### config.mk
export PLATFORM = sky130hd
export DESIGN_NAME = dispense_sequencer
export DESIGN_NICKNAME = d
export VERILOG_FILES = /design/src/rtl/dispense_sequencer.sv
export SDC_FILE = /design/constraint.sdc
export NUM_CORES = 1
export LEC_CHECK = 0
export ABC_AREA = 1
export BUFFER_PORTS_ARGS = -buffer_cell sky130_fd_sc_hd__buf_4
export CAP_MARGIN = 20
export CORE_MARGIN = 2
export CORE_UTILIZATION = 45
export DETAILED_ROUTE_END_ITERATION = 10
export PLACE_DENSITY = 0.63
export SYNTH_ARGS = -nofsm -noshare
export SYNTH_HDL_FRONTEND = slang
export SYNTH_SLANG_ARGS = --single-unit
### constraint.sdc
create_clock -name clk -period 6.9 [get_ports clk]
set_clock_uncertainty 0.2 [all_clocks]
set_input_delay 0.345 -clock clk [delete_from_list [all_inputs] [get_ports clk]]
set_output_delay 0.345 -clock clk [all_outputs]
set_load 0.03 [all_outputs]
### src/rtl/dispense_sequencer.sv
// Coin/can dispense sequencer: a small request FIFO feeding a pulse / acknowledge / gap
// actuator FSM. Lost requests and actuator timeouts are reported through sticky flags.
module dispense_sequencer #(
  parameter int DEPTH     = 4,
  parameter int PULSE_LEN = 8,
  parameter int GAP_LEN   = 4,
  parameter int TIMEOUT   = 200
) (
  input  logic clk,
  input  logic rst_n,
  input  logic lr1,
  input  logic lr2,
  input  logic ll,
  input  logic act_done,
  output logic coin_out,
  output logic can_out,
  output logic busy,
  output logic full,
  output logic ovf,
  output logic fault
);

  // state      | meaning
  // S_IDLE     | waiting for a queued command; pops the head when one is present
  // S_PULSE    | actuator driven high for PULSE_LEN cycles
  // S_WAIT_ACK | actuator released, waiting up to TIMEOUT cycles for act_done
  // S_GAP      | GAP_LEN idle cycles before the second coin of a COIN2
  // S_HALT     | actuator timed out; queue still fills, leave only through reset

  localparam int PTR_W = $clog2(DEPTH);
  localparam int CNT_W = $clog2(DEPTH + 1);
  localparam int TMR_W = 10;

  localparam logic [1:0] CMD_CAN   = 2'b01;
  localparam logic [1:0] CMD_COIN1 = 2'b10;
  localparam logic [1:0] CMD_COIN2 = 2'b11;

  typedef enum logic [2:0] {S_IDLE, S_PULSE, S_WAIT_ACK, S_GAP, S_HALT} state_t;

  state_t           state, state_nx;
  logic [1:0]       mem [DEPTH];
  logic [PTR_W-1:0] wr_ptr, rd_ptr;
  logic [CNT_W-1:0] count;
  logic [TMR_W-1:0] timer, timer_nx;
  logic [1:0]       coins, coins_nx;
  logic             is_can, is_can_nx;
  logic [1:0]       push_cmd, head;
  logic             pop, push, req_any, req_multi, fault_set, empty;

  assign empty = (count == '0);
  assign full  = (count == CNT_W'(DEPTH));
  assign busy  = (state != S_IDLE) || !empty;
  assign head  = mem[rd_ptr];

  // Only the highest-priority request of a cycle is queued; the rest are lost.
  always_comb begin
    push_cmd = CMD_COIN1;
    if (ll)       push_cmd = CMD_CAN;
    else if (lr2) push_cmd = CMD_COIN2;
  end

  assign req_any   = ll | lr2 | lr1;
  assign req_multi = (ll & (lr2 | lr1)) | (lr2 & lr1);
  assign push      = req_any && (!full || pop);

  always_ff @(posedge clk) begin
    if (push) mem[wr_ptr] <= push_cmd;
  end

  always_ff @(posedge clk or negedge rst_n) begin
    if (!rst_n) begin
      wr_ptr <= '0;
      rd_ptr <= '0;
      count  <= '0;
      ovf    <= 1'b0;
    end else begin
      if (push) wr_ptr <= wr_ptr + 1'b1;
      if (pop)  rd_ptr <= rd_ptr + 1'b1;
      if (push && !pop)      count <= count + 1'b1;
      else if (pop && !push) count <= count - 1'b1;
      if (req_multi || (req_any && !push)) ovf <= 1'b1;
    end
  end

  always_comb begin
    state_nx  = state;
    timer_nx  = timer;
    coins_nx  = coins;
    is_can_nx = is_can;
    pop       = 1'b0;
    fault_set = 1'b0;
    case (state)
      S_IDLE: begin
        if (!empty) begin
          pop       = 1'b1;
          is_can_nx = (head == CMD_CAN);
          coins_nx  = (head == CMD_COIN2) ? 2'd2 : (head == CMD_COIN1) ? 2'd1 : 2'd0;
          timer_nx  = TMR_W'(PULSE_LEN - 1);
          state_nx  = S_PULSE;
        end
      end
      S_PULSE: begin
        if (timer == '0) begin
          timer_nx = TMR_W'(TIMEOUT - 1);
          state_nx = S_WAIT_ACK;
        end else begin
          timer_nx = timer - 1'b1;
        end
      end
      S_WAIT_ACK: begin
        if (act_done) begin
          coins_nx = (coins != 2'd0) ? coins - 2'd1 : coins;
          if (coins_nx != 2'd0) begin
            timer_nx = TMR_W'(GAP_LEN - 1);
            state_nx = S_GAP;
          end else begin
            state_nx = S_IDLE;
          end
        end else if (timer == '0) begin
          fault_set = 1'b1;
          state_nx  = S_HALT;
        end else begin
          timer_nx = timer - 1'b1;
        end
      end
      S_GAP: begin
        if (timer == '0) begin
          timer_nx = TMR_W'(PULSE_LEN - 1);
          state_nx = S_PULSE;
        end else begin
          timer_nx = timer - 1'b1;
        end
      end
      S_HALT: state_nx = S_HALT;
      default: state_nx = S_IDLE;
    endcase
  end

  // Drives are decoded from the next state so they are true flops aligned with S_PULSE.
  always_ff @(posedge clk or negedge rst_n) begin
    if (!rst_n) begin
      state    <= S_IDLE;
      timer    <= '0;
      coins    <= 2'd0;
      is_can   <= 1'b0;
      fault    <= 1'b0;
      coin_out <= 1'b0;
      can_out  <= 1'b0;
    end else begin
      state    <= state_nx;
      timer    <= timer_nx;
      coins    <= coins_nx;
      is_can   <= is_can_nx;
      if (fault_set) fault <= 1'b1;
      coin_out <= (state_nx == S_PULSE) && !is_can_nx;
      can_out  <= (state_nx == S_PULSE) && is_can_nx;
    end
  end

endmodule

==> out/metrics.cfg <==
[setup_path]
cpPeakStageDelay_ns=0.46
cp-end-kind=register
start_kind=register
cp.required_ns=6.87
cp.arrival_ns=2.41
cp_common_cell=a21oi_1
cp_max_fo=5
path_class=register to register
crit_slowest_cell=dfrtp_1
crit_buf_inv=1
cp_cell_sequence=nor2_4 -> nand2_2 -> a21oi_1 -> ha_1 -> inv_1 -> fa_1 -> a21oi_1 -> o21ai_0 -> xor2_1
crit_family=adder cells

[global_routing]
top_usage_layer=met2
grtUsageMet1_pct=23.4
grt_overflow=0
grtUsageMet3_pct=4.84
antenna_found_initial=0
grt_pass1_vias=1463
use_met2_pct=24.0
grt_max_degree=28
grt.total_usage_pct=16.7
grt_pass1_wl_microns=6500

[clocking]
clock_sinks=35
cts.clk_slew.worst_paths_ns=0.08
cts_tree=built
cts.repair.resized=0
clk_path_buf_depth=2
clock_latency_ns=0.29
htreeDepth=2
cts_buffers=5
cts_root_buf=clkbuf_8

[sta]
worst_pin_slew_ns=0.368
hold_viol_final=0
fin_crit_ns=2.44
tns_ns=0
fmax_mhz=410
maxSlewViolCount=0
slew_headroom_pct=75.5
holdWs_ns=0.0961
setup_viol=0
fin_crit_sh_pct=35.3
grt_setup_unrepaired=no

[synth]
syn-num-nets=257
yosysSeqAreaShare_pct=45.6
synth_edf_count=8
synth_ff_type=dfrtp_1
avgSynthCellArea_sq_um=8.26
syn_inst=243
yosysWarningCount=0
synth.distinct_cells=27
syn-cell-area_sq_mm=0.00201
async_reset_ff_share_pct=77.1
synth_seq_cells=35

[floorplanning]
die_h_microns=70.8
placementRows=24
die_area_sq_mm=0.00501
initial_core_util_pct=46.4
num_io_pins=12
die_w_microns=70.8
coreArea_sq_mm=0.00432

[routing]
via_count=1498
ant_nets=0
via_per_inst=4.79
wl_per_cell_microns=11.6
wl_microns=3630
drc_errors=0
detail_route.first_pass.iterations=4
drtIter0Drc=62

[placed_design]
dpl_cell_area_sq_mm=0.00214
io_buffers=11
place_hpwl_microns=2840
gp_congestion=0.782

[cells_and_area]
fill_cells=423
area_growth_pct=13.8
multi_input_area_sq_um=906
n_antenna_cell=0
final_common_cell=nand2_1
drive_gt1_share_pct=14.2
final_area_sq_mm=0.00228
nets=274
seq_area_sq_um=916
most-common-layout-cells=nand2_1, inv_1, nor2_1

[pwr]
power.density_mw_per_mm2=265
ir_drop_uv=177
p_leak_nw=1.15

[min_path]
hold_path.class=primary input to register

[job]
cap_viol_max_count=0

[outcome]
outcome=completed

[through the flow]
stage / setup WS, ns / std cells / util [%] / power, mW
floorplan: 4.06 / 243 / - / 0.355
global placement: 4.51 / 304 / 49.5 / 0.386
detailed placement: 4.45 / 304 / 49.5 / 0.390
CTS: 4.43 / 313 / 52.8 / 0.614
global route: 4.23 / 313 / 52.8 / 0.648
finish: 4.46 / 313 / 52.8 / 0.605
[where the power goes]
| group | switching, mW | internal (mW) |
|---|---|---|
| logic | 0.0702 | 0.0476 |
| registers | 0.0190 | 0.246 |
| clock network | 0.0776 | 0.144 |
[cells in the mapped netlist (all sizes together) (2+ instances only)]
master  number  area (sq um)
nand2       51           204
inv         45           169
nor2        37           189
dfrtp       27           676
nand3       16           118
o21ai       15          75.1
a21oi       12          60.1
edfxtp       8           240
ha           7          87.6
nor3         6          30.0
nand4        5          31.3
xor2         5          43.8
buf          2          16.3
o22ai        2          12.5
[per-layer routing]
metal  vias up  share of wire [%]
met2        15                 43
met5         -                  0
met4         0                2.1
li1        804                  -
met3         6                3.6
met1       673                 51
[registers in the layout, summed over array words and instances, names as in the netlist]
| signal | flops |
|---|---|
| coins | 2 |
| can_out | 1 |
| rd_ptr | 2 |
| wr_ptr | 2 |
| fault | 1 |
| mem | 8 |
| ovf | 1 |
| state | 3 |
| is_can | 1 |
| coin_out | 1 |
| timer | 10 |
| count | 3 |
[path summary, 6_finish.rpt]
check	to	depth (start not counted)	slack (ns)	startpoint
min in group asynchronous	count[0]	2	0.30	rst_n
max in group asynchronous	timer[8]	2	5.94	rst_n
hold / removal	ovf	3	0.1	lr1
hold reg to reg	fault	2	0.27	fault
setup reg to reg	count[2]	9	4.46	state[1]
setup / recovery	count[2]	9	4.46	state[1]
[tightest hold or removal path, delay by kind of cell]
family                 cells  cell delay (ns)
buffers and inverters      1             0.08
AOI/OAI and AO/OA          2             0.12
[logic make-up after synthesis]
logic type,synth area share (%)
mux,0.561
simple gates,28.5
fa+ha+maj,5.36
xor+xnor,2.62
flops,45.6
buf+inv,9.23
compound gates,8.10
[area by class of cell]
class,count,share of cell area [%]
clock inverters,3,2.96
well taps,52,2.85
clock buffers,5,3.01
multi-input cells,161,39.6
flip-flops and latches,35,40.1
repair buffers,12,4.05
inverters,45,7.39
[timing repair]
item,4_1_cts,5_1_grt
hold endpoints to repair,27,0
setup buffers,0,0
hold buffers,1,0
Note: power is estimated with default switching activity, not from simulation.
